==> config.mk <==
export PLATFORM = sky130hd
export DESIGN_NAME = multicycle_ctrl
export DESIGN_NICKNAME = d
export VERILOG_FILES = /design/src/rtl/multicycle_ctrl_pkg.sv /design/src/rtl/perf_counter.sv /design/src/rtl/multicycle_ctrl.sv
export SDC_FILE = /design/constraint.sdc
export NUM_CORES = 1
export LEC_CHECK = 0
export ABC_AREA = 0
export BUFFER_PORTS_ARGS = -buffer_cell sky130_fd_sc_hd__buf_2
export CORE_AREA = 5 5 104 106
export CTS_CLUSTER_SIZE = 40
export DETAILED_ROUTE_END_ITERATION = 16
export DIE_AREA = 0 0 109 111
export PLACE_DENSITY = 0.66
export SETUP_SLACK_MARGIN = 0.1
export SLEW_MARGIN = 20
export SYNTH_ARGS = -nofsm -noshare
export SYNTH_HDL_FRONTEND = slang
export SYNTH_SLANG_ARGS = --single-unit
export TNS_END_PERCENT = 10
==> constraint.sdc <==
create_clock -name clk -period 5 [get_ports clk]
set_clock_uncertainty 0.1 [all_clocks]
set_input_delay 0.5 -clock clk [delete_from_list [all_inputs] [get_ports clk]]
set_output_delay 0.5 -clock clk [all_outputs]
set_load 0.02 [all_outputs]
==> src/rtl/multicycle_ctrl_pkg.sv <==
// Shared types for the multicycle sequencer: state encoding and the latched decoder control word.
package multicycle_ctrl_pkg;

  typedef enum logic [2:0] {
    ST_IF   = 3'd0,
    ST_ID   = 3'd1,
    ST_EX   = 3'd2,
    ST_MEM  = 3'd3,
    ST_WB   = 3'd4,
    ST_HALT = 3'd5
  } state_e;

  typedef struct packed {
    logic memtoreg;
    logic memwrite;
    logic regwrite;
    logic beq;
    logic bne;
    logic blez;
  } ctrl_t;

  function automatic logic is_branch(input ctrl_t c);
    return c.beq | c.bne | c.blez;
  endfunction

endpackage

==> src/rtl/perf_counter.sv <==
// Free-running wrap-around event counter with synchronous clear.
module perf_counter #(
  parameter int W = 32
) (
  input  logic         clk,
  input  logic         rst,
  input  logic         en,
  output logic [W-1:0] cnt
);

  always_ff @(posedge clk) begin
    if (rst) begin
      cnt <= '0;
    end else if (en) begin
      cnt <= cnt + 1'b1;
    end
  end

endmodule

==> src/rtl/multicycle_ctrl.sv <==
// Multicycle sequencer: walks IF/ID/EX/MEM/WB, gates architectural writes,
// handles SYSCALL halt/resume and memory-timeout faults.
module multicycle_ctrl
  import multicycle_ctrl_pkg::*;
#(
  parameter int CNT_W       = 32,
  parameter int MEM_TIMEOUT = 16
) (
  input  logic             clk,
  input  logic             rst,
  input  logic             memtoreg,
  input  logic             memwrite,
  input  logic             regwrite,
  input  logic             syscall,
  input  logic             beq,
  input  logic             bne,
  input  logic             blez,
  input  logic             jr,
  input  logic             jmp,
  input  logic             jal,
  input  logic             v0_is_10,
  input  logic             go,
  input  logic             imem_ack,
  input  logic             dmem_ack,
  output logic             imem_req,
  output logic             dmem_req,
  output logic             dmem_we,
  output logic             ir_we,
  output logic             pc_we,
  output logic             reg_we,
  output logic             halted,
  output logic             fault,
  output logic [2:0]       state,
  output logic [CNT_W-1:0] cycle_cnt,
  output logic [CNT_W-1:0] instr_cnt
);

  localparam int TMO_W = $clog2(MEM_TIMEOUT + 1);

  state_e           state_reg;
  ctrl_t            ctrl_reg;
  ctrl_t            dec_ctrl;
  logic [TMO_W-1:0] tmo_reg;
  logic             fault_reg;
  logic             tmo_expired;
  logic             jump;

  assign dec_ctrl    = '{memtoreg: memtoreg, memwrite: memwrite, regwrite: regwrite,
                         beq: beq, bne: bne, blez: blez};
  assign jump        = jmp | jr | jal;
  assign tmo_expired = (tmo_reg == TMO_W'(MEM_TIMEOUT - 1));

  // The timeout count is cleared by default so that every state entry starts at zero;
  // only the two memory-wait states keep counting while they stay put.
  always_ff @(posedge clk) begin
    if (rst) begin
      state_reg <= ST_IF;
      ctrl_reg  <= '0;
      tmo_reg   <= '0;
      fault_reg <= 1'b0;
    end else begin
      tmo_reg <= '0;
      case (state_reg)
        ST_IF: begin
          if (imem_ack) begin
            state_reg <= ST_ID;
          end else if (tmo_expired) begin
            fault_reg <= 1'b1;
            state_reg <= ST_HALT;
          end else begin
            tmo_reg <= tmo_reg + 1'b1;
          end
        end
        ST_ID: begin
          ctrl_reg <= dec_ctrl;
          if (syscall) begin
            state_reg <= v0_is_10 ? ST_HALT : ST_IF;
          end else if (jump) begin
            state_reg <= ST_IF;
          end else begin
            state_reg <= ST_EX;
          end
        end
        ST_EX: begin
          if (is_branch(ctrl_reg)) begin
            state_reg <= ST_IF;
          end else if (ctrl_reg.memtoreg | ctrl_reg.memwrite) begin
            state_reg <= ST_MEM;
          end else begin
            state_reg <= ST_WB;
          end
        end
        ST_MEM: begin
          if (dmem_ack) begin
            state_reg <= ctrl_reg.memwrite ? ST_IF : ST_WB;
          end else if (tmo_expired) begin
            fault_reg <= 1'b1;
            state_reg <= ST_HALT;
          end else begin
            tmo_reg <= tmo_reg + 1'b1;
          end
        end
        ST_WB: begin
          state_reg <= ST_IF;
        end
        ST_HALT: begin
          if (go && !fault_reg) begin
            state_reg <= ST_IF;
          end
        end
        default: begin
          state_reg <= ST_IF;
        end
      endcase
    end
  end

  // Write strobes qualify the current cycle (acks may land in the request cycle),
  // so they are decoded from the state register and forced low during reset.
  always_comb begin
    imem_req = 1'b0;
    dmem_req = 1'b0;
    pc_we    = 1'b0;
    reg_we   = 1'b0;
    if (!rst) begin
      case (state_reg)
        ST_IF:   imem_req = 1'b1;
        ST_ID: begin
          if (syscall) begin
            pc_we = ~v0_is_10;
          end else if (jump) begin
            pc_we  = 1'b1;
            reg_we = jal;
          end
        end
        ST_EX:   pc_we = is_branch(ctrl_reg);
        ST_MEM: begin
          dmem_req = 1'b1;
          pc_we    = dmem_ack & ctrl_reg.memwrite;
        end
        ST_WB: begin
          pc_we  = 1'b1;
          reg_we = ctrl_reg.regwrite;
        end
        ST_HALT: pc_we = go & ~fault_reg;
        default: pc_we = 1'b0;
      endcase
    end
  end

  assign ir_we   = imem_req & imem_ack;
  assign dmem_we = dmem_req & ctrl_reg.memwrite;
  assign halted  = (state_reg == ST_HALT);
  assign fault   = fault_reg;
  assign state   = state_reg;

  // Index 0: cycle counter (frozen in HALT); index 1: retired-instruction counter.
  logic [1:0]            cnt_en;
  logic [1:0][CNT_W-1:0] cnt_vec;

  assign cnt_en = {pc_we, (state_reg != ST_HALT)};

  for (genvar gi = 0; gi < 2; gi++) begin : g_cnt
    perf_counter #(.W(CNT_W)) u_cnt (
      .clk (clk),
      .rst (rst),
      .en  (cnt_en[gi]),
      .cnt (cnt_vec[gi])
    );
  end

  assign cycle_cnt = cnt_vec[0];
  assign instr_cnt = cnt_vec[1];

endmodule
# == Word-level counts from Yosys, hierarchy flattened ==
# Index checks and enable logic that the tools add are counted.
# classes
n_addsub,3
n_eq_ne,10
n_mux,31
bitwise,11
reduce_logical,5
# ops
op,count
$add 32x1->32 const B,2
$mux 3,9
$mux 5,3
$pmux 3 s5,1
$mux 1,13
$pmux 5 s2,1
$eq 3x2->1 const B,2
$eq 3x3->1 const B,2
$add 5x1->5 const B,1
$eq 5x4->1 const B,1
$or 1x1->1,5
$pmux 1 s5,1
$and 1x1->1,4
$ne 2x2->1 const B,2
$pmux 1 s2,2
$eq 3x1->1 const B,1
$logic_not 3->1,1
$ne 3x3->1 const B,1
$reduce_and 3->1,1
$mux 2,1
$ne 2x1->1 const B,1
$not 1->1,2
$reduce_bool 2->1,1
$logic_and 1x1->1,1
$logic_not 1->1,1
# totals
register_bits,79

# == Depth between registers and ports, before layout ==
# Gate-level depths: netlist of run 1.
# depth
word_depth,6
ltp_mapped,9
ltp_nobuf,7

# == Modules after synthesis ==
# A second synthesis of run 1 with hierarchy kept.
# unflattened
cells_unflattened,462
area_unflattened_um2,3958.8
# by_module_without_submodules
module,n_inst,cells_per_inst,area_each_um2,seq_area_each_um2
perf_counter,2,181,1564.0,640.6
multicycle_ctrl,1,100,830.8,300.3

# == Worst setup path after synthesis of run 1 ==
# OpenSTA, ideal clock, no wires.
# synth_timing
path_kind,input-to-output
startpoint,in rst
endpoint,out ir_we
arrival_time_ps,1869
required_time_ps,4400
path_slack_ps,2531
path_stages,4
cell_sequence,clkbuf_1 -> clkbuf_1 -> nor4_1 -> and2_1
# synth_between
elab_chain_len,2
# synth_rtl
item,line_no,source
from (decl),multicycle_ctrl.sv:10,"input logic rst,"
$mux 1,multicycle_ctrl.sv:125,if (!rst) begin
via imem_req,multicycle_ctrl.sv:25,"output logic imem_req,"
$and 1x1->1,multicycle_ctrl.sv:151,assign ir_we = imem_req & imem_ack;
to (decl),multicycle_ctrl.sv:28,"output logic ir_we,"
# The timed path passes the listed nets, and every way through them passes these cells.

# == Final worst setup path of run 1 ==
# layout_timing
startpoint,"reg state_reg[0], in the netlist state[0]"
endpoint,out pc_we
# layout_between
elab_chain_len,3
elab_cells_between_ends,7
# layout_rtl
item,line_no,source
from (decl),multicycle_ctrl.sv:40,state_e state_reg;
from (signal assigned),multicycle_ctrl.sv:77,state_reg <= v0_is_10 ? ST_HALT : ST_IF;
from (signal assigned),multicycle_ctrl.sv:95,state_reg <= ctrl_reg.memwrite ? ST_IF : ST_WB;
$eq 3x3->1 (tied with other cells),multicycle_ctrl.sv:126,case (state_reg)
$pmux 1 s5 *,multicycle_ctrl.sv:126,
$mux 1 *,multicycle_ctrl.sv:125,
to (decl),multicycle_ctrl.sv:29,"output logic pc_we,"
# Every way passes the cells marked *; elsewhere a longest branch is shown, timed or not.

==> impl_metrics.tcl, run 1 <==
set metrics [dict create \
    cts_hold_buf 0 \
    coreArea_um2 9684 \
    crit_family "simple AND/OR/NAND/NOR gates" \
    grt_max_degree 65 \
    p_per_area_nw_per_um2 275.3 \
    setup_viol 0 \
    worstSkewPairLatency_ns 0.35 \
    final.setup.tns_ns 0 \
    place_congestion 0.8641 \
    dp_hpwl_um 7079 \
    avgRoutedWirePerCell_um 14.11 \
    drv_cap 0 \
    dr.pass1.iters 4 \
    crit_path_end_kind "output port" \
    rsz0062_at_grt "no" \
    finalCriticalPeriod_ns 3.094 \
    vias 3735 \
    relSlewSlack_pct 38.64 \
    drc 0 \
    p_leak_nw 2.043 \
    drive_gt1_share_pct 25.09 \
    grt_pass1_vias 3658 \
    finalCritPeriodShare_pct 61.88 \
    ys_seq_elements 79 \
    ys_seq_area_share_pct 37.15 \
    hp-class "primary input to register" \
    diodes 0 \
    synth_fp_nets 520 \
    numCtsBuffers 9 \
    drtIter0Drc 179 \
    wl_um 10030 \
    grt_overflow 0 \
    synthFlopType "dfxtp_1" \
    synth_edf_count 0 \
    dp_slack_ns 2.222 \
    outcome "finished, final reports clean" \
    crit_chain "and2b_1 > and2_1 > nand2_1 > buf_4 > a21oi_1 > buf_2" \
    ys_warn_count 0 \
    nets 594 \
    largest_register_ff_count 64 \
    post_cts_buffers 0 \
    die_h_um 111 \
    peakVddDrop_uv 166.8 \
    grt_use_total_pct 16.95 \
    cts_root_buf "clkbuf_8" \
    crit_buf_inv 2 \
    cts_buffer_depth 2 \
    grt_pass1_wl_um 17020 \
    worst_path_max_delay_cell "dfxtp_1" \
    area_growth_pct 17.84 \
    critPathRequiredTime_ns 4.40 \
    cts_tree "done" \
    yosysUniqueCellTypes 51 \
    dieArea_um2 12100 \
    cts_htree_levels 3 \
    crit_type "register to output port" \
    viasPerCell 5.253 \
    path_clk_slew_ns 0.08 \
    start_util_pct 43.95 \
    port_buffers 90 \
    antenna_left 0 \
    clock-sinks 79 \
    synth_area_um2 4257 \
    async_flop_share_pct 0 \
    start_kind "register" \
    hold_viol_final 0 \
    worst_slew_pin_slew_ns 0.9134 \
    num_rows 36 \
    cts-resized-gates 0 \
    synth.avg_cell_area_um2 8.530 \
    crit_fanout 29 \
    cp.arrival_ns 2.49 \
    post-route-worst-setup-slack_ns 1.906 \
    slowest_delay_ns 0.69 \
    final_max_slew_viol_count 0 \
    antenna_found_initial 0 \
    top_level_ports 91 \
    netlist_instances 499 \
    die_x_um 109 \
    max_freq_mhz 323.2 \
]
==> final cells by class <==
cell class	instances	area, µm²
Fill cell	897	4668
Multi-Input combinational cell	379	2481
Sequential cell	79	1582
Timing Repair Buffer	93	475.5
Tap cell	133	166.4
Clock buffer	11	141.4
Clock inverter	5	128.9
Inverter	11	41.29
==> worst min-delay path, cell delays in order <==
cell,delay (ns)
buf_2,0.08
mux2i_1,0.06
nor2_1,0.07
==> placed cells by master (no fill, tap or decap), types with 2 or more instances in the layout <==
master     synthesis  routed
bufinv_16          0       4
a2111oi_4          2       2
nor3_1            13      13
buf_2              5      89
nand2b_1           3       3
nand3_1           28      28
a21oi_1           24      24
a211oi_1           7       7
and3_1             7       7
nor2_1            81      81
dfxtp_1           79      79
and2_1             7       7
or3_1              6       6
nand4_1           14      14
nand2_1           25      25
buf_4              0       4
mux2i_1            7       7
xor2_1             9       9
and4_1             7       7
or4_1              3       3
o31ai_1            4       4
mux2_1             4       4
xnor2_1           22      22
nor2b_1           28      28
nor4_1            20      20
a2111oi_2          4       4
clkbuf_8           0      10
o21ai_0            6       6
ha_1               5       5
mux2_2            24      24
inv_1             10      10
==> final timing paths <==
check,from,endpoint,slack (ns),cells after the start
hold / removal,memwrite,ctrl_reg[4],0.29,3
hold reg to reg,tmo_reg[0],tmo_reg[0],0.35,1
setup reg to reg,state[0],g_cnt[1].u_cnt.cnt[26],2.21,6
setup / recovery,state[0],pc_we,1.91,6
==> Yosys cell counts (2+ instances only) <==
master / n / share of area (%)
nor2_1: 81 / 7.1
clkbuf_1: 15 / 1.3
nand4_1: 14 / 2.1
or3_1: 6 / 0.88
a211oi_1: 7 / 1.2
buf_2: 5 / 0.59
nand2_1: 25 / 2.2
and4_1: 7 / 1.4
nor2b_1: 28 / 4.1
or4_1: 3 / 0.53
dfxtp_1: 79 / 37
ha_1: 5 / 1.5
a21oi_1: 24 / 2.8
inv_1: 10 / 0.88
a2111oi_2: 4 / 1.4
o21ai_0: 6 / 0.71
xor2_1: 9 / 1.9
and3_1: 7 / 1.0
nor3_1: 13 / 1.5
nor4_1: 20 / 2.9
mux2i_1: 7 / 1.6
buf_1: 5 / 0.44
nand3_1: 28 / 3.3
mux2_1: 4 / 1.1
o31ai_1: 4 / 0.71
mux2_2: 24 / 6.3
buf_6: 5 / 1.3
nand2b_1: 3 / 0.44
and2_1: 7 / 1.0
a2111oi_4: 2 / 1.3
xnor2_1: 22 / 4.5
==> power by group <==
part | internal (mW) | total, mW | switching, mW | leakage (nW)
logic | 0.0325 | 0.0966 | 0.0642 | 1.27
registers | 0.638 | 0.652 | 0.0140 | 0.638
clock network | 0.397 | 0.633 | 0.235 | 0.134
total | 1.07 | 1.38 | 0.314 | 2.04
==> through the flow <==
stage | hold WS [ns] | utilization, % | cell area (µm²) | std cells | power, mW
global route | 0.2989 | 51.80 | 5016 | 711 | 1.439
detailed placement | 0.3354 | 49.01 | 4746 | 695 | 0.7629
finish | 0.2880 | 51.80 | 5016 | 711 | 1.381
global placement | 0.3261 | 49.01 | 4746 | 695 | 0.7606
CTS | 0.2712 | 51.80 | 5016 | 711 | 1.399
floorplan | 0.3175 | - | 4257 | 499 | 0.7391
==> per-layer routing <==
layer	global-route usage [%]	vias up	part of all wire (%)
met2	28.13	93	48
met3	3.669	17	5.4
met1	20.91	1723	45
met5	0	-	0
met4	7.071	0	2.0
li1	-	1902	-
==> kinds of logic (layout without fill, tap and decap cells) <==
logic type / after synthesis / in the layout / synth area share [%]
buffers and inverters: 41 / 120 / 4.644
AO/OA/AOI/OAI: 55 / 55 / 9.701
multiplexers: 35 / 35 / 9.054
flip-flops: 79 / 79 / 37.15
adder cells (fa/ha/maj): 5 / 5 / 1.470
XOR/XNOR: 31 / 31 / 6.379
AND/OR/NAND/NOR: 253 / 253 / 31.60
No activity file was read; power rests on OpenSTA's default activity.
==> run 2, diff against run 1 <==
--- a/config.mk
+++ b/config.mk
@@ -5,13 +5,13 @@
 export SDC_FILE = /design/constraint.sdc
 export NUM_CORES = 1
 export LEC_CHECK = 0
-export ABC_AREA = 0
+export ABC_AREA = 1
 export BUFFER_PORTS_ARGS = -buffer_cell sky130_fd_sc_hd__buf_2
-export CORE_AREA = 5 5 104 106
+export CORE_AREA = 5 5 107 109
 export CTS_CLUSTER_SIZE = 40
 export DETAILED_ROUTE_END_ITERATION = 16
-export DIE_AREA = 0 0 109 111
-export PLACE_DENSITY = 0.66
+export DIE_AREA = 0 0 112 114
+export PLACE_DENSITY = 0.69
 export SETUP_SLACK_MARGIN = 0.1
 export SLEW_MARGIN = 20
 export SYNTH_ARGS = -nofsm -noshare
==> constraint.sdc (replaced) <==
create_clock -name clk -period 2.7 [get_ports clk]
set_clock_uncertainty 0.1 [all_clocks]
set_input_delay 0.27 -clock clk [delete_from_list [all_inputs] [get_ports clk]]
set_output_delay 0.27 -clock clk [all_outputs]
set_load 0.02 [all_outputs]
==> run 2 against run 1 <==
Power increased by 68%. Synthesized cell count increased by 48%. Non-clock buffer count increased by 3. Flip-flop and latch count unchanged. Area after synthesis increased by 7.4%. Via count increased by 31%. Die area increased by 5.5%. Global-route usage increased by 2.5 points. Final cell count increased by 36%. Setup slack got worse by 1.6 ns. Sequential power increased by 84%. Critical endpoint unchanged. Largest cell class unchanged.
==> impl_metrics.tcl, run 2 <==
set metrics [dict create \
    antenna_found_initial 0 \
    crit_path_end_kind "output port" \
    startpoint "state[1]" \
    synthFlopType "dfxtp_1" \
    cts_htree_levels 3 \
    routed-wl-met3_um 714 \
    worst_slew_pin_slew_ns 0.4955 \
    synth.most_common_cell "nand2_1" \
    cts_tree "done" \
    finalCritPeriodShare_pct 86.86 \
    outcome "finished, final reports clean" \
    worst_path_max_delay_cell "dfxtp_1" \
    setup_viol 0 \
    synth.area.top_cells "dfxtp_1 (35%), nand2_1 (18%), nor2_1 (11%), nand3_1 (6.7%), a21oi_1 (5.9%)" \
    p_leak_nw 2.136 \
    crit_buf_inv 3 \
    numCtsBuffers 9 \
    wl_um 12340 \
    synth_edf_count 0 \
    p_per_area_nw_per_um2 437.0 \
    crit_chain "inv_2 > nand3_1 > buf_4 > o21ai_1 > nor2_1 > a21oi_2 > buf_2" \
    netlist_instances 737 \
    port_buffers 90 \
    grt_pass1_vias 4336 \
    relSlewSlack_pct 66.96 \
    avgRoutedWirePerCell_um 12.73 \
    cp.arrival_ns 1.98 \
    drive_gt1_share_pct 15.18 \
    hold_viol_final 0 \
    cts_buffer_depth 2 \
    start_util_pct 43.51 \
    power_mw 2.326 \
    topRoutingLayerUsed "met4" \
    holdWs_ns 0.04425 \
    crit_fanout 19 \
    area_growth_pct 16.42 \
    antenna_left 0 \
    top_level_ports 91 \
    num_rows 38 \
    critPathRequiredTime_ns 2.33 \
    drv_cap 0 \
    slowest_delay_ns 0.59 \
    met2_length_um 5683 \
    dieArea_um2 12770 \
    grt_pass1_wl_um 20470 \
    diodes 0 \
    dp_hpwl_um 9229 \
    clock-sinks 79 \
    dpl_cell_area_um2 5122 \
    die_h_um 114 \
    worst-r2r-setup-slack_ns 0.47 \
    mostFrequentLayoutCells "nand2_1 (223), nor2_1 (128), buf_2 (90)" \
    drc 0 \
    nets 846 \
    worstReg2RegStart "state[1]" \
    worstSkewPairLatency_ns 0.36 \
    grt_max_degree 44 \
    largest_register_ff_count 64 \
    ys_seq_elements 79 \
    ys_warn_count 0 \
    yosysUniqueCellTypes 35 \
    path_clk_slew_ns 0.08 \
    cts_root_buf "clkbuf_8" \
    drtIter0Drc 257 \
    synth_top_area_cell "dfxtp_1" \
    wl_met1_um 5680 \
    coreArea_um2 10510 \
    viasPerCell 5.041 \
    final_max_slew_viol_count 0 \
    final.setup.tns_ns 0 \
    async_flop_share_pct 0 \
    post_cts_buffers 0 \
    start_kind "register" \
    crit_family "flip-flops" \
    vias 4890 \
    peakVddDrop_uv 333.2 \
    cts_hold_buf 0 \
    synth_common_cells "nand2_1 (223), nor2_1 (128), dfxtp_1 (79)" \
    postLayoutCellArea_um2 5323 \
    ys_seq_area_share_pct 34.59 \
    crit_type "register to output port" \
    dp_slack_ns 0.5166 \
    synth_fp_nets 758 \
    cts-resized-gates 0 \
    min-delay-start "regwrite" \
    synth_top_area_share_pct 34.59 \
    place_congestion 0.9216 \
    die_x_um 112 \
    hp-class "primary input to register" \
    final_common_cell "nand2_1" \
    max_freq_mhz 426.4 \
    synth.avg_cell_area_um2 6.203 \
    finalCriticalPeriod_ns 2.345 \
    grt_overflow 0 \
    synth_area_um2 4572 \
    grt_use_total_pct 19.45 \
    rsz0062_at_grt "no" \
    post-route-worst-setup-slack_ns 0.3548 \
    dr.pass1.iters 5 \
]
==> run 2: metrics by stage <==
step           instances  util [%]
2_1_floorplan        737         -
3_3_place_gp         954     48.75
3_5_place_dp         954     48.75
4_1_cts              970     50.65
5_1_grt              970     50.65
6_report             970     50.65
==> run 2: layout make-up <==
type                    count  area (µm²)
clock buffers              12       145.1
clock inverters             4       55.05
fillers                  1156        5185
inverters                  74       277.8
multi-input cells         565        2592
flip-flops and latches     79        1582
well taps                 140       175.2
repair buffers             96       495.5
==> run 2: worst min-delay path, delay by kind of cell <==
kind / cells / cell delay [ns]
AND/OR/NAND/NOR: 2 / 0.12
buffers and inverters: 1 / 0.08
==> run 2: kinds of logic (layout without fill, tap and decap cells) <==
kind of cell	Yosys count	after routing	synth area share, %
AND/OR/NAND/NOR	456	456	42.31
adder cells (fa/ha/maj)	5	5	1.368
XOR/XNOR	12	12	2.299
AO/OA/AOI/OAI	92	92	10.73
flip-flops	79	79	34.59
buffers and inverters	93	186	8.702
==> run 2: metal layers <==
metal / vias up / track usage, %
met4: 0 / 7.532
li1: 2537 / -
met3: 25 / 4.085
met1: 2194 / 25.59
met5: - / 0
met2: 134 / 31.45
==> run 2: final timing paths <==
| path | endpoint | cells after the start |
|---|---|---|
| worst max-delay path | pc_we | 7 |
| worst min-delay path | ctrl_reg[3] | 3 |
| worst max register to register | g_cnt[1].u_cnt.cnt[31] | 7 |
| worst min register to register | tmo_reg[0] | 1 |
==> run 2: power by group <==
part / switching [mW] / internal (mW)
Sequential: 0.0189 / 1.18
Combinational: 0.147 / 0.0593
Clock: 0.459 / 0.457
